### config.mk
export PLATFORM = sky130hd
export DESIGN_NAME = seq_div_sequencer
export DESIGN_NICKNAME = d
export VERILOG_FILES = /design/src/rtl/seq_div_sequencer.sv
export SDC_FILE = /design/constraint.sdc
export NUM_CORES = 1
export LEC_CHECK = 0
export CAP_MARGIN = 0
export CORE_ASPECT_RATIO = 0.8
export CORE_MARGIN = 3
export CORE_UTILIZATION = 41
export CTS_CLUSTER_DIAMETER = 80
export DETAILED_ROUTE_END_ITERATION = 8
export PLACE_DENSITY_LB_ADDON = 0.25
export REMOVE_ABC_BUFFERS = 1
export SETUP_SLACK_MARGIN = 0.4
export SLEW_MARGIN = 15
export SYNTH_ARGS = -nofsm -noshare
export SYNTH_HDL_FRONTEND = slang
export SYNTH_SLANG_ARGS = --single-unit
### constraint.sdc
create_clock -name clk_i -period 3.95 [get_ports clk_i]
set_input_delay 0.5925 -clock clk_i [delete_from_list [all_inputs] [get_ports clk_i]]
set_output_delay 0.5925 -clock clk_i [all_outputs]
set_load 0.005 [all_outputs]
### src/rtl/seq_div_sequencer.sv
// Request/response sequencer around an unsigned subtract-and-shift divider, with signed fix-up.
// Optional macro SEQ_DIV_ZERO_BYPASS_EN: divide-by-zero requests skip the divider and raise resp_dz_o.
module seq_div_sequencer #(
    parameter int unsigned WidthA = 32,
    parameter int unsigned WidthB = 32
) (
    input  logic              clk_i,
    input  logic              rst_ni,
    input  logic              req_valid_i,
    output logic              req_ready_o,
    input  logic [WidthA-1:0] req_a_i,
    input  logic [WidthB-1:0] req_b_i,
    input  logic              req_signed_i,
    output logic              resp_valid_o,
    input  logic              resp_ready_i,
    output logic [WidthA-1:0] resp_q_o,
    output logic [WidthB-1:0] resp_r_o,
`ifdef SEQ_DIV_ZERO_BYPASS_EN
    output logic              resp_dz_o,
`endif
    output logic              div_start_o,
    output logic [WidthA-1:0] div_a_o,
    output logic [WidthB-1:0] div_b_o,
    input  logic              div_finish_i,
    input  logic [WidthA-1:0] div_q_i,
    input  logic [WidthB-1:0] div_r_i
);

    typedef enum logic [1:0] {IDLE, ISSUE, WAIT, RESP} state_e;

    state_e            state_q;
    logic              neg_q_q;
    logic              neg_r_q;
    logic              req_fire_c;
    logic              a_neg_c;
    logic              b_neg_c;
    logic [WidthA-1:0] a_mag_c;
    logic [WidthB-1:0] b_mag_c;
    logic [WidthA-1:0] q_fix_c;
    logic [WidthB-1:0] r_fix_c;

    assign req_fire_c = req_valid_i & req_ready_o;
    assign a_neg_c    = req_signed_i & req_a_i[WidthA-1];
    assign b_neg_c    = req_signed_i & req_b_i[WidthB-1];

    // Two's-complement negation maps the most negative value onto 2^(W-1), its true magnitude.
    assign a_mag_c = a_neg_c ? (~req_a_i + WidthA'(1)) : req_a_i;
    assign b_mag_c = b_neg_c ? (~req_b_i + WidthB'(1)) : req_b_i;
    assign q_fix_c = neg_q_q ? (~div_q_i + WidthA'(1)) : div_q_i;
    assign r_fix_c = neg_r_q ? (~div_r_i + WidthB'(1)) : div_r_i;

    // Operation sequencer: accept, start the divider, wait for finish, hold the response.
    always_ff @(posedge clk_i or negedge rst_ni) begin
        if (!rst_ni) begin
            state_q      <= IDLE;
            req_ready_o  <= 1'b1;
            resp_valid_o <= 1'b0;
            resp_q_o     <= '0;
            resp_r_o     <= '0;
            div_start_o  <= 1'b0;
            div_a_o      <= '0;
            div_b_o      <= '0;
            neg_q_q      <= 1'b0;
            neg_r_q      <= 1'b0;
`ifdef SEQ_DIV_ZERO_BYPASS_EN
            resp_dz_o    <= 1'b0;
`endif
        end else begin
            div_start_o <= 1'b0;
            case (state_q)
                IDLE: begin
                    if (req_fire_c) begin
                        neg_q_q     <= a_neg_c ^ b_neg_c;
                        neg_r_q     <= a_neg_c;
                        req_ready_o <= 1'b0;
`ifdef SEQ_DIV_ZERO_BYPASS_EN
                        if (req_b_i == '0) begin
                            resp_q_o     <= '1;
                            resp_r_o     <= WidthB'(req_a_i);
                            resp_dz_o    <= 1'b1;
                            resp_valid_o <= 1'b1;
                            state_q      <= RESP;
                        end else begin
                            div_a_o     <= a_mag_c;
                            div_b_o     <= b_mag_c;
                            div_start_o <= 1'b1;
                            resp_dz_o   <= 1'b0;
                            state_q     <= ISSUE;
                        end
`else
                        div_a_o     <= a_mag_c;
                        div_b_o     <= b_mag_c;
                        div_start_o <= 1'b1;
                        state_q     <= ISSUE;
`endif
                    end
                end
                ISSUE: begin
                    state_q <= WAIT;
                end
                WAIT: begin
                    if (div_finish_i) begin
                        resp_q_o     <= q_fix_c;
                        resp_r_o     <= r_fix_c;
                        resp_valid_o <= 1'b1;
                        state_q      <= RESP;
                    end
                end
                RESP: begin
                    if (resp_ready_i) begin
                        resp_valid_o <= 1'b0;
                        req_ready_o  <= 1'b1;
                        state_q      <= IDLE;
                    end
                end
                default: begin
                    state_q <= IDLE;
                end
            endcase
        end
    end

endmodule

==> results of run 1 <==
per-layer routing:
layer	up-vias	share of wire [%]	wire [µm]	track usage (%)
met5	-	0	0	0
met4	0	0.54	121	4.30
met3	12	8.3	1860	7.27
met2	225	45	10100	32.2
met1	3409	46	10400	29.4
li1	3583	-	-	-
power by group:
group	leakage, nW	total [mW]	switching [mW]	internal, mW
sequential	1.88	1.38	0	1.38
clock	0.274	1.56	0.616	0.948
combinational	2.13	0.368	0.183	0.185
total	4.28	3.32	0.800	2.52
per-stage QoR:
stage	worst slack, ns	TNS, ns
after floorplan	-0.572	-3.39
after global placement	0.888	0
after detailed placement	0.816	0
after CTS	1.24	0
after global routing	0.998	0
final	1.22	0
cell usage after synthesis (3+ instances only):
master    count  area [µm²]
a31oi_1       4        25.0
buf_1         6        22.5
nor4_1       11        68.8
o31ai_1      34         255
o31ai_2       5        62.6
nor3_1       18        90.1
and4_1        3        26.3
and2_1        3        18.8
nor2_1       31         116
dfrtp_1     134        3350
nand3_1      14        70.1
nand2b_1      3        18.8
nand2_1     157         589
o21ai_0     115         576
xor2_1       94         823
or4_1        11        82.6
clkbuf_1     38         143
ha_1          7        87.6
or3_1        12        75.1
nor4_2        6        75.1
xnor2_1      18         158
o41ai_1      13         114
nor2b_1       3        18.8
nand4b_1      3        26.3
a211o_1       3        26.3
or4_4         4        45.0
inv_1        13        48.8
nand3b_1      4        30.0
nand4_1       7        43.8
a21oi_1      11        55.1
o21ai_1      30         150
o41ai_2      10         163
path summary, 6_finish.rpt:
check	to	slack, ns
max in group asynchronous	resp_r_o[15]	2.98
min in group clk_i	neg_q_q	0.47
worst min-delay path	resp_q_o[8]	0.17
worst max-delay path	div_b_o[28]	1.22
worst min register to register	neg_q_q	0.47
worst max register to register	div_b_o[28]	1.47
state kept, by name, indices dropped and copies added (netlist names):
register / count
div_a_o: 32
div_b_o: 32
resp_q_o: 32
resp_r_o: 32
state_q: 2
div_start_o: 1
neg_q_q: 1
neg_r_q: 1
req_ready_o: 1
resp_valid_o: 1
critical path, stage by stage:
cell and delay [ns]:
clkdlybuf4s50_1 0.46, inv_1 0.10, ha_1 0.16, nor3b_1 0.41, nand3_1 0.40, nor3_1 0.43, nor3_1 0.09, or3_1 0.37
kinds of logic after synthesis:
family | synth area share (%)
compound gates | 20.5
mux | 0.254
simple gates | 19.6
buf+inv | 3.30
xor+xnor | 12.4
flops | 42.8
fa+ha+maj | 1.11
layout make-up:
| cell class | instances | share of cell area (%) |
|---|---|---|
| Timing Repair Buffer | 269 | 23.9 |
| Multi-Input combinational cell | 667 | 37.8 |
| Tap cell | 253 | 2.81 |
| Clock inverter | 11 | 1.10 |
| Inverter | 14 | 0.466 |
| Clock buffer | 21 | 3.99 |
| Sequential cell | 135 | 29.9 |
==> out/qor.yml, run 1 <==
sta:
  worst-slew-pin-transition_ns: 1.16
  finalHoldWorstSlack_ns: 0.171
  setup_repair_after_global_routing_missed_its_margin: "no"
  timing.final.crit_share_pct: 69.0
  max_freq_mhz: 367
  max_slew_margin_pct: 22.4
  finalSetupViolations: 0
  layout_min_cycle_time_ns: 2.73
  finalHoldViolations: 0
  drv_slew: 0
  clock_skew_after_layout_ns: 0.0119
layout:
  area_growth_syn_to_layout_pct: 43.1
  ff_latch_area_um2: 3380
  layout.filler_cells: 1625
  instances_no_fill: 1370
  multi_input_comb_area_um2: 4270
  fraction_of_layout_instances_using_a_drive_strength_above_1_pct: 6.45
  layout_common_cells: "clkdlybuf4s50_1 (263), nand2_1 (156), dfrtp_1 (134)"
  stdcell_area_um2: 11300
  post-route-util_pct: 61.0
  final_common_cell: "clkdlybuf4s50_1"
  final_nets: 1245
  antenna-diode-count: 0
routing:
  drcViolationCount: 0
  post_route_wl_um: 22500
  antenna_left: 0
  detailedRoute.firstIterationViolations: 371
  routedWlPerCell_um: 16.4
  route.vias.total: 7229
  drtPass1Iterations: 4
  vias_per_cell: 5.28
yosys:
  postSynth.topFlopCell: "dfrtp_1"
  synth.lib_cells_used.distinct: 60
  ys_async_sr_fraction_pct: 100
  ys.warnings.count: 0
  ys_seq_elements: 135
  mean_cell_area_of_the_mapped_netlist_um2: 9.13
  synth-edff-count: 0
  synthesis.area_um2: 7890
  synth-seq-area-share_pct: 42.8
  syn_inst: 864
clock_network:
  cts_hold_repair.buffers: 0
  cts-buffers-inserted: 17
  worst_setup_hold_path_clk_slew_ns: 0.06
  worst_skew_pair.late_latency_ns: 0.41
  post_cts_buffers: 0
  clock_tree_from_tritoncts: "built"
  clockRootBuffer: "clkbuf_16"
  number_of_sinks_handled_by_clock_tree_synthesis: 135
  max_root_sink_buffers: 2
  ctsResizeCount: 0
  htree_num_levels: 4
power_and_ir_drop:
  pwr_density_cell_nw_per_um2: 294
  p_total_mw: 3.32
  static-leakage-power_nw: 4.28
  ir_worst_vdd_mv: 0.249
setup_path:
  r2r-start: "state_q[0]"
  critPathCaptureType: "register"
  worst_r2r_path_depth: 7
  critPathLaunch: "req_b_i[0]"
  critical_path_required_ns: 4.24
  critical_path.startpoint_type: "input pin"
  critPathArrivalTime_ns: 3.01
  worstSetupPathType: "input pin to register"
  cp_max_fo: 10
floorplan:
  start_util_pct: 42.6
  fp.dieArea_um2: 20900
  io_pins: 265
  fp.dieW_um: 161
  fp.dieH_um: 130
  placeableCoreArea_um2: 18500
  core.rowCount: 44
placement:
  dp.final_hpwl_um: 16500
  placed_cells: 1338
  gp_congestion: 0.814
  dpl_cell_area_um2: 10700
  number_of_port_buffers: 264
global_routing:
  grt_pass1_wl_um: 35800
  initial_antenna_violation_count: 0
  residual_overflow_from_global_routing: 0
  grt_util_all_layers_pct: 21.1
  first_global_vias: 6845
  grt_start_max_net_pins: 112
status:
  status: "complete, no violations"
job:
  max_cap_violations: 0
worst_hold_path:
  hold_path.class: "input pin to async pin"
No activity file was read; power rests on OpenSTA's default activity.
==> run 2: changes to the inputs <==
clock period = 2.6 ns   (was 3.95 ns; I/O delays follow)
==> out/qor.yml, run 2 (synthesis results as in run 1) <==
worst_hold_path:
  hold_path.class: "input pin to register"
power_and_ir_drop:
  pwr_density_cell_nw_per_um2: 450  # +53%
  power_frac_clock_pct: 50.3  # +3.1 points
  internal-power_mw: 4.29  # +70%
  ir_worst_vdd_mv: 0.354  # +42%
  pwr-share-seq_pct: 38.2  # -3.5 points
  static-leakage-power_nw: 4.83  # +13%
  switching_share_pct: 22.2  # -2.0 points
  comb_power_share_pct: 11.5  # +0.4 points
  power.net_switching_mw: 1.22  # +53%
layout:
  final_nets: 1328  # +6.7%
  multi_input_comb_area_um2: 4430  # +3.8%
  area_growth_syn_to_layout_pct: 55.0
  layout_common_cells: "clkdlybuf4s50_1 (257), nand2_1 (156), dfrtp_1 (134)"
  antenna-diode-count: 0  # unchanged
  instances_no_fill: 1452  # +6.0%
  fraction_of_layout_instances_using_a_drive_strength_above_1_pct: 14.2  # +7.7 points
  final_common_cell: "clkdlybuf4s50_1"
  ff_latch_area_um2: 3380  # unchanged
  layout.filler_cells: 1512  # -7.0%
sta:
  drv_slew: 0  # unchanged
  finalSetupViolations: 0  # unchanged
  worst-slew-pin-transition_ns: 0.617  # -0.548 ns
  max_slew_margin_pct: 58.9  # +37 points
  max_freq_mhz: 455
  layout_min_cycle_time_ns: 2.20
  setup_repair_after_global_routing_missed_its_margin: "yes"
  clock_skew_after_layout_ns: 0.00940  # -0.00253 ns
  timing.final.crit_share_pct: 84.5
  finalHoldViolations: 0  # unchanged
  setup_ws_ns: 0.403  # -0.822 ns
  totalNegativeSetupSlack_ns: 0  # unchanged
global_routing:
  residual_overflow_from_global_routing: 0  # unchanged
  initial_antenna_violation_count: 0  # unchanged
  grt_util_met2_pct: 34.1  # +2.0 points
  grt_pass1_wl_um: 37400  # +4.6%
  use_met3_pct: 7.08  # -0.19 points
  grt_util_all_layers_pct: 22.0  # +0.90 points
  first_global_vias: 7254  # +6.0%
  busiest_layer: "met2"
  grt_util_met1_pct: 29.8  # +0.41 points
  grt_start_max_net_pins: 89  # -21%
floorplan:
  core.rowCount: 44  # unchanged
  fp.dieW_um: 161  # unchanged
  placeableCoreArea_um2: 18500  # unchanged
  io_pins: 265  # unchanged
  fp.dieH_um: 130  # unchanged
  start_util_pct: 42.6  # unchanged
  fp.dieArea_um2: 20900  # unchanged
clock_network:
  max_root_sink_buffers: 2  # unchanged
  number_of_sinks_handled_by_clock_tree_synthesis: 135  # unchanged
  worst_skew_pair.late_latency_ns: 0.41  # about the same
  clock_tree_from_tritoncts: "built"
  worst_setup_hold_path_clk_slew_ns: 0.06  # about the same
  htree_num_levels: 4  # unchanged
  cts-buffers-inserted: 17  # unchanged
  clockRootBuffer: "clkbuf_16"
setup_path:
  critPathCaptureType: "register"
  critical_path_required_ns: 2.88  # -1.36 ns
  critical_path.startpoint_type: "input pin"
  worstSetupPathType: "input pin to register"
  critPathArrivalTime_ns: 2.48  # -0.53 ns
  cp_max_fo: 5  # -5
routing:
  post_route_wl_um: 23700  # +5.3%
  drtPass1Iterations: 4  # unchanged
  antenna_left: 0  # unchanged
  route.vias.total: 7551  # +4.5%
  routedWlPerCell_um: 16.3  # -0.66%
  drcViolationCount: 0  # unchanged
  detailedRoute.firstIterationViolations: 433  # +17%
  vias_per_cell: 5.20  # -1.4%
placement:
  number_of_port_buffers: 264  # unchanged
  placed_cells: 1414  # +5.7%
  dp.final_hpwl_um: 17300  # +4.7%
  pre_cts_slack_ns: -0.123  # -0.939 ns
  gp_congestion: 0.855  # +4.9%
job:
  max_cap_violations: 0  # unchanged
status:
  status: "complete, no violations"
-- run 2: cell count changes in the layout (fill, tap and decap cells not counted), moves of 4 or more --
cell,delta
bufinv_16,+4
o41ai_2,-6
dlymetal6s2s_1,+6
buf_4,+76
o41ai_4,+7
clkdlybuf4s50_1,-6
-- run 2: power groups by stage --
stage / combinational, mW / clock [mW] / sequential (mW)
CTS: 0.628 / 2.82 / 2.10
global placement: 0.615 / 0 / 2.14
detailed placement: 0.621 / 0 / 2.14
finish: 0.635 / 2.77 / 2.10
global route: 0.692 / 2.91 / 2.10
floorplan: 0.178 / 0 / 2.14
-- run 2: repair_timing --
| action | CTS | global route |
|---|---|---|
| resized for setup | 4 | 32 |
| setup endpoints to repair | 7 | 38 |
| pin swaps | 2 | 17 |
| endpoints found under the hold margin | 54 | 0 |
| hold buffers | 1 | 0 |
| buffers inserted | 0 | 4 |
| gates cloned | 0 | 2 |
-- run 2: area by class of cell --
cell class	count	share of cell area, %
Clock inverter	11	1.80
Sequential cell	135	27.6
Multi-Input combinational cell	668	36.2
Inverter	14	0.430
Timing Repair Buffer	351	27.6
Clock buffer	20	3.73
Tap cell	253	2.59
-- run 2: path summary, 6_finish.rpt --
check,from,slack (ns),cells past startpoint,endpoint
worst max-delay path,div_r_i[20],0.40,7,resp_r_o[28]
worst min-delay path,div_r_i[0],0.32,3,resp_r_o[0]
worst max register to register,state_q[0],0.65,8,div_a_o[29]
worst min register to register,neg_q_q,0.47,2,neg_q_q
max in group asynchronous,rst_ni,1.33,3,req_ready_o
min in group asynchronous,rst_ni,0.52,2,resp_q_o[22]
-- run 2: critical path, cell delays in order --
cell and delay [ns]:
clkdlybuf4s50_1 0.42, or4_4 0.55, or3_4 0.35, buf_6 0.16
o41ai_2 0.32, xor2_1 0.20, o21ai_1 0.08
-- run 2: stage by stage --
stage	hold slack (ns)	area [µm²]	util [%]	power (mW)
floorplan	0.0944	7680	-	2.32
global placement	0.401	11300	61.1	2.75
detailed placement	0.398	11300	61.1	2.76
CTS	0.477	12000	64.9	5.55
global route	0.332	12200	66.1	5.70
finish	0.322	12200	66.1	5.51
-- run 2: routing by layer --
metal  share of wire (%)  wire length (µm)
met4                 1.7               391
met1                  46             10900
met2                  45             10700
met3                 7.2              1710
met5                   0                 0
